`src/rtl/matrix_frame_capture_pkg.sv`:
```
// Shared sizes, row classification and a popcount helper for the 8x8 scan-matrix frame capture.
package matrix_frame_capture_pkg;

    localparam int MATRIX_ROWS = 8;
    localparam int MATRIX_COLS = 8;
    localparam int FRAME_BITS  = 64;
    localparam int BUF_BITS    = FRAME_BITS - MATRIX_COLS;

    typedef enum logic [1:0] {
        BLANK  = 2'd0,
        ONEHOT = 2'd1,
        MULTI  = 2'd2
    } row_class_e;

    function automatic logic [3:0] pop8(input logic [7:0] v);
        logic [3:0] n;
        n = 4'd0;
        for (int i = 0; i < 8; i++) begin
            n = n + {3'd0, v[i]};
        end
        return n;
    endfunction

endpackage

```
`src/rtl/matrix_frame_capture_onehot8_decode.sv`:
```
// Combinational classifier for a row strobe: blank, single row (with its index) or multiple rows.
module onehot8_decode
    import matrix_frame_capture_pkg::*;
(
    input  logic [7:0]  i_row,
    output row_class_e  o_class,
    output logic [2:0]  o_idx
);

    logic [3:0] w_ones;

    // Count set bits, pick the highest set bit as index, then classify
    always_comb begin
        w_ones  = pop8(i_row);
        o_idx   = 3'd0;
        o_class = BLANK;
        for (int i = 0; i < 8; i++) begin
            if (i_row[i]) begin
                o_idx = 3'(i);
            end else begin
                o_idx = o_idx;
            end
        end
        case (w_ones)
            4'd0:    o_class = BLANK;
            4'd1:    o_class = ONEHOT;
            default: o_class = MULTI;
        endcase
    end

endmodule

```
`src/rtl/matrix_frame_capture.sv`:
```
// Captures one 8x8 frame from a row-scanned LED driver bus, with sequence checking and a
// single-entry hand-off register guarded by frame_valid/frame_ack.
module matrix_frame_capture
    import matrix_frame_capture_pkg::*;
(
    input  logic                   clock,
    input  logic                   reset,
    input  logic [7:0]             row,
    input  logic [7:0]             column,
    input  logic                   frame_ack,
    output logic [FRAME_BITS-1:0]  data,
    output logic                   frame_valid,
    output logic                   seq_err,
    output logic                   onehot_err,
    output logic                   overrun,
    output logic [7:0]             frame_count
);

    logic [7:0]            r_row_q;
    logic [7:0]            r_column_q;
    logic [2:0]            r_exp;
    logic [BUF_BITS-1:0]   r_buf;
    logic [FRAME_BITS-1:0] r_data;
    logic                  r_frame_valid;
    logic                  r_seq_err;
    logic                  r_onehot_err;
    logic                  r_overrun;
    logic [7:0]            r_frame_count;

    row_class_e            w_class;
    logic [2:0]            w_idx;
    logic                  w_complete;
    logic [5:0]            w_slot;

    onehot8_decode u_decode (
        .i_row   (r_row_q),
        .o_class (w_class),
        .o_idx   (w_idx)
    );

    assign w_complete = (w_class == ONEHOT) && (w_idx == 3'd7) && (r_exp == 3'd7);
    assign w_slot     = {w_idx, 3'b000};

    // Input stage, row sequencer, and frame hand-off register
    always_ff @(posedge clock) begin
        if (reset) begin
            r_row_q       <= 8'd0;
            r_column_q    <= 8'd0;
            r_exp         <= 3'd0;
            r_buf         <= '0;
            r_data        <= '0;
            r_frame_valid <= 1'b0;
            r_seq_err     <= 1'b0;
            r_onehot_err  <= 1'b0;
            r_overrun     <= 1'b0;
            r_frame_count <= 8'd0;
        end else begin
            r_row_q      <= row;
            r_column_q   <= column;
            r_seq_err    <= 1'b0;
            r_onehot_err <= 1'b0;
            r_overrun    <= 1'b0;

            case (w_class)
                BLANK: r_exp <= 3'd0;
                MULTI: begin
                    r_onehot_err <= 1'b1;
                    r_exp        <= 3'd0;
                end
                ONEHOT: begin
                    if (w_idx == r_exp) begin
                        // Row 7 goes straight into the candidate, never into the buffer
                        if (w_idx != 3'd7) begin
                            r_buf[w_slot +: 8] <= r_column_q;
                        end
                        r_exp <= r_exp + 3'd1;
                    end else begin
                        r_seq_err <= 1'b1;
                        if (w_idx == 3'd0) begin
                            r_buf[7:0] <= r_column_q;
                            r_exp      <= 3'd1;
                        end else begin
                            r_exp <= 3'd0;
                        end
                    end
                end
                default: r_exp <= 3'd0;
            endcase

            if (w_complete) begin
                if (!r_frame_valid || frame_ack) begin
                    r_data        <= {r_column_q, r_buf};
                    r_frame_valid <= 1'b1;
                    r_frame_count <= r_frame_count + 8'd1;
                end else begin
                    r_overrun <= 1'b1;
                end
            end else if (frame_ack && r_frame_valid) begin
                r_frame_valid <= 1'b0;
            end
        end
    end

    assign data        = r_data;
    assign frame_valid = r_frame_valid;
    assign seq_err     = r_seq_err;
    assign onehot_err  = r_onehot_err;
    assign overrun     = r_overrun;
    assign frame_count = r_frame_count;

endmodule
```
`config.mk`:
```
export PLATFORM = sky130hd
export DESIGN_NAME = matrix_frame_capture
export DESIGN_NICKNAME = d
export VERILOG_FILES = /design/src/rtl/matrix_frame_capture_pkg.sv /design/src/rtl/matrix_frame_capture_onehot8_decode.sv /design/src/rtl/matrix_frame_capture.sv
export SDC_FILE = /design/constraint.sdc
export NUM_CORES = 1
export LEC_CHECK = 0
export ABC_AREA = 1
export BUFFER_PORTS_ARGS = -buffer_cell sky130_fd_sc_hd__buf_2
export CAP_MARGIN = 20
export CORE_AREA = 2 2 107 109
export DETAILED_ROUTE_END_ITERATION = 16
export DIE_AREA = 0 0 109 111
export PLACE_DENSITY = 0.8
export SYNTH_ARGS = -nofsm -noshare
export SYNTH_HDL_FRONTEND = slang
export SYNTH_SLANG_ARGS = --single-unit
```
`constraint.sdc`:
```
create_clock -name clock -period 5.85 [get_ports clock]
set_clock_uncertainty 0.1 [all_clocks]
set_input_delay 1.17 -clock clock [delete_from_list [all_inputs] [get_ports clock]]
set_output_delay 1.17 -clock clock [all_outputs]
set_load 0.02 [all_outputs]
```
Word-level counts from Yosys, hierarchy flattened
Cells that the tools add are included.
- logic and storage cells: 69
- input bits: 19
- register bits: 151
- output and inout port bits: 76
- muxes and demuxes: 20
- shift-type cells: 2
- reduce and logical (&&, ||, !) cells: 15
- $add $sub $neg: 10
- bitwise gates (word level): 2
- equality and inequality tests: 9
- operators by type and width (kind ; count):
    $bwmux W56 ; 1
    $shift A8 B8 Y56 const A ; 1
    $shiftx A8 B8 Y56 ; 1
    $add A4 B1 Y4 ; 6
    $mux W8 ; 3
    $mux W3 ; 5
    $add A8 B1 Y8 const B ; 1
    $mux W1 ; 8
    $neg A6 Y8 ; 1
    $eq A3 B3 Y1 const B ; 2
    $reduce_and A3 Y1 ; 2
    $eq A4 B1 Y1 const B ; 1
    $logic_not A4 Y1 ; 1
    $mux W2 ; 2
    $ne A2 B1 Y1 const B ; 2
    $pmux W2 S2 ; 1
    $reduce_and A2 Y1 ; 2
    $reduce_bool A2 Y1 ; 2
    $reduce_or A2 Y1 ; 2
    $add A3 B1 Y3 const B ; 1
    $eq A3 B3 Y1 ; 1
    $logic_and A1 B1 Y1 ; 3
    $logic_not A3 Y1 ; 1
    $ne A3 B3 Y1 const B ; 1
    other kinds (6) ; 7

Logic depth before layout (Yosys ltp)
- word-level depth: 14
- depth in mapped cells: 18

By module
Synthesis repeated with hierarchy kept, for this count alone.
- cell total of the unflattened synthesis: 827
- area, all modules: 6173.4 µm²
- by module, submodules not included (module ; cells each ; area each (µm²) ; sequential area each (µm²) ; times used):
    matrix_frame_capture ; 788 ; 5915.7 ; 3022.9 ; 1
    onehot8_decode ; 39 ; 257.7 ; 0.0 ; 1

Least setup slack after synthesis
OpenSTA, ideal clock, no wires.
- path type: flip-flop to flip-flop
- start: register r_row_q[1]
- end: register r_buf[6]
- buffers on the path: 1
- path slack: 2.281 ns
- required time: 5.635 ns
- data arrival time: 3.354 ns
- cell stages (with the launch flop): 18
- library setup time: 0.115 ns
- path through: dfxtp_1 > ha_1 > inv_1 > fa_1 > fa_1 > inv_1 > fa_1 > inv_1 > fa_1 > nand2_1 > nand3b_1 > nor2_1 > nand4_4 > nand2_2 > buf_4 > nand3_1 > nand2_1 > nor2_1
- word-level cells in the longest chain between the ends: 12
- elaborated cells between the ends (all ways): 30
- those cells by class: 8 x add/sub; 5 x eq/ne; 2 x shift; 11 x mux; 4 x reduce/logical
- ends and longest elaborated chain (element ; line ; RTL):
    start, declared ; matrix_frame_capture.sv:19 ; logic [7:0] r_row_q;
    start signal, assigned ; matrix_frame_capture.sv:58 ; r_row_q <= row;
    branches (longest 12 deep; another with $add A4 B1 Y4) ; -- ;
    end signal, assigned by index ; matrix_frame_capture.sv:74 ; r_buf[w_slot +: 8] <= r_column_q;
    end signal, assigned ; matrix_frame_capture.sv:80 ; r_buf[7:0] <= r_column_q;
    end, declared ; matrix_frame_capture.sv:22 ; logic [BUF_BITS-1:0] r_buf;
Parallel ways; which one is timed is not known. The select of a mux whose other input is x is not followed.
A chain may end at the register's enable or synchronous reset.

Worst setup path after layout
- start: register r_row_q[1]
- end: register r_frame_count[3], in the netlist frame_count[3]
- word-level cells in the longest chain between the ends: 13
- elaborated cells between the ends (all ways): 22
- those cells by class: 7 x add/sub; 3 x eq/ne; 8 x mux; 4 x reduce/logical
- ends and longest elaborated chain (element ; line ; RTL):
    $add A1 B1 Y2 ; matrix_frame_capture_pkg.sv:19 ; n = n + {3'd0, v[i]};
    $add A4 B1 Y4 (6 in a row) ; matrix_frame_capture_pkg.sv:19 ;
    $eq A4 B1 Y1 or $logic_not A4 Y1 (tied branches) ; matrix_frame_capture_onehot8_decode.sv:24 ; case (w_ones)
    $pmux W2 S2 ; matrix_frame_capture_onehot8_decode.sv:24 ;
    $eq A2 B1 Y1 ; matrix_frame_capture.sv:41 ; assign w_complete = (w_class == ONEHOT) && (w_idx == 3'd7) && (r_exp == 3'd7);
    $logic_and A1 B1 Y1 * (2 in a row) ; matrix_frame_capture.sv:41 ;
    $reduce_and A2 Y1 (no source line) * ; -- ;
    end signal, assigned ; matrix_frame_capture.sv:94 ; r_frame_count <= r_frame_count + 8'd1;
    end, declared ; matrix_frame_capture.sv:28 ; logic [7:0] r_frame_count;
Mark *: on every way between the ends. The rest lies on a longest branch, timed or not.

==> run metrics <==
WHS 357.3 ps; core area 11080 µm²; drt first-iter violations 390; Commonest cells post-synth nand2_1 (198), dfxtp_1 (151), a21oi_1 (112), nor2_1 (83), inv_1 (67); DRC violation count after routing 0; start point of the critical path r_row_q[1]; clock buffers created by TritonCTS 17; register-to-register setup slack 1750 ps; sum of negative setup slack 0 ps; TritonCTS clock tree done; Worst setup EP type flip-flop; number of antenna repair diodes 0; number of standard cells after synthesis 767; fraction of final layout cells with drive strength greater than 1 0.1744; storage element area 3023 µm²; post-cts hold buffer count 0; cell with the most instances after synthesis nand2_1; CTS clock-pin slew for the worst setup and hold paths 60 ps; placement row count 39; Critical Path End frame_count[3]; launching element type of the critical path flip-flop; number of nets in the synthesized netlist 799; post-cts sizing count 0; run status finished, final reports clean; global routing met3 resource utilization 0.05879; peak ir drop on the vdd network 0.1666 mV; area of the die 12100 µm²; post-route cell area 7015 µm²; Post-synth EDFFs 0; average wire per cell in the routed design 12.71 µm; total number of nets in the final design 879; antenna violations before repair 0; distinct cell type count of the synthesized netlist 32; initial cell density of the core 0.5315; final-layout fill cell count 956; async set-or-reset flop fraction in the synthesized netlist 0; Final Wtd Congestion 0.9010; Post-Route Utilization 0.6333; P&R area growth vs syn 19.17%; # setup viols final 0; total clock sinks 151; First-pass DRT Iterations 7; top cell type by total area after synthesis dfxtp_1; r2r worst-path depth 17; die span in y 111 µm; depth of the worst hold-timing path 2; first-pass GRT wire length 21110 µm; Crit Reg-Reg Startpoint r_row_q[1]; Tightest Hold Check Type flip-flop to flip-flop; met2 usage in global routing 0.3424; leakage power of the design 2.963 nW; total wirelength of the detailed-routed design 12750 µm; Vias per Instance 5.040; most area-consuming cells after synthesis dfxtp_1 (51%), nand2_1 (13%), a21oi_1 (9.5%); portion of synthesized cell area occupied by the leading cell type 0.5135; maximum number of pins on one net before global-route repair 74; Tightest Pin Transition 955.8 ps; worst path setup slack after routing 1745 ps; CTS Buffer Depth 2; setup fix buffers added after clock tree synthesis 0; number of warnings reported in the yosys synthesis log 0; GR Overflow Total 0; Syn Std Cell Area 5887 µm²; Min Clock Period, post-route 4105 ps; highest clock rate 243.6 MHz; cell area after placement 6380 µm²; share of the yosys chip area belonging to registers 0.5135; type of the setup path with the least slack flip-flop to flip-flop; via count of the first global-routing pass 4477; flops & latches, synth 151; number of primary I/O pins 95; buffer type at the clock tree root clkbuf_16; global router's overall resource usage 0.2171; unrepaired setup endpoints after global routing no; worst-path fanout max 65; final-report max-slew violation count 0; commonest register cell after synthesis dfxtp_1; Worst Setup Slack post-DPL 1619 ps; terminus of the critical flop-to-flop path frame_count[3]; WP data required 6090 ps; max_slew headroom 0.3621; DRT antenna net count 0; H-tree levels 4; die boundary width 109 µm; signal arrival time at the worst endpoint 4350 ps; cell area power density 329.3 nW/µm²; highest-utilization routing layer at the global route stage met2; GR met1 Demand/Resource 0.2880; source-to-sink clock delay at the later pin of the worst-skew pair 420 ps; Buffers on Ports 94; area of combinational cells with multiple inputs 2417 µm²; Hold Fails Final Rpt 0; Maximum Capacitance Violations 0; share of the clock period used by the worst path 0.7017; mean post-synth cell area 7.675 µm²; via total after detailed routing 5055; post-detail-place hpwl 8333 µm
-- worst min path at each step --
stage	start	endpoint	slack, ps
2_1_floorplan	r_buf[24]	data[24]	340
3_3_place_gp	r_buf[38]	data[38]	350
3_5_place_dp	r_buf[25]	data[25]	350
4_1_cts	r_buf[25]	data[25]	360
5_1_grt	r_buf[25]	data[25]	380
6_report	r_buf[25]	data[25]	360
-- kinds of logic after synthesis --
family	after synthesis	share of synthesized area
XOR/XNOR	2	0.002976
flip-flops	151	0.5135
adder cells (fa/ha/maj)	13	0.03273
AND/OR/NAND/NOR	349	0.2519
AO/OA/AOI/OAI	144	0.1226
buffers and inverters	108	0.07630
-- worst max-delay path, cell delays in order, from the launching register on --
cell and delay, ps:
dfxtp_1 310, ha_1 270, inv_1 50, fa_1 460, fa_1 500, inv_1 50
fa_1 370, inv_1 80, fa_1 420, nand2_1 80, nand3b_1 180, nor2_1 90
nand2_2 70, buf_4 500, nor2_1 110, inv_1 100, o21ai_0 80, a21oi_1 180
-- cell usage in the layout, fill, tap and decap left out, types with 10 or more instances in the layout --
cell,Yosys,final
a21oi_1,112,112
buf_2,15,93
clkbuf_16,0,17
dfxtp_1,151,151
inv_1,67,67
nand2_1,198,197
nand3_1,32,32
nor2_1,83,83
nor3_1,10,10
o21ai_0,31,31
-- registers in the layout, indices dropped and copies added (netlist names) --
signal / cells
frame_count: 8
r_row_q: 8
r_column_q: 8
data: 64
frame_valid: 1
seq_err: 1
overrun: 1
r_exp: 3
r_buf: 56
onehot_err: 1
-- through the flow --
step                power (mW)  cells
floorplan                1.184    767
global placement         1.215    970
detailed placement       1.219    970
CTS                      2.324   1002
global route             2.394   1003
finish                   2.310   1003
-- metal layers --
| metal | part of all wire | vias up |
|---|---|---|
| li1 | - | 2611 |
| met1 | 0.46 | 2284 |
| met2 | 0.47 | 134 |
| met3 | 0.051 | 26 |
| met4 | 0.022 | 0 |
| met5 | 0 | - |
-- area by class of cell --
cell class | instances | area share
clock buffer | 18 | 0.06260
clock inverter | 14 | 0.02515
inverter | 72 | 0.03888
multi-input combinational | 508 | 0.3446
sequential | 151 | 0.4309
tap | 143 | 0.02550
timing repair buffer | 97 | 0.07241
-- power by group --
| part | switching [mW] | total (mW) | internal (mW) |
|---|---|---|---|
| Combinational | 0.103 | 0.146 | 0.0432 |
| Sequential | 0.0103 | 1.05 | 1.04 |
| Clock | 0.427 | 1.11 | 0.684 |
| Total | 0.541 | 2.31 | 1.77 |
Note: power is estimated with default switching activity, not from simulation.
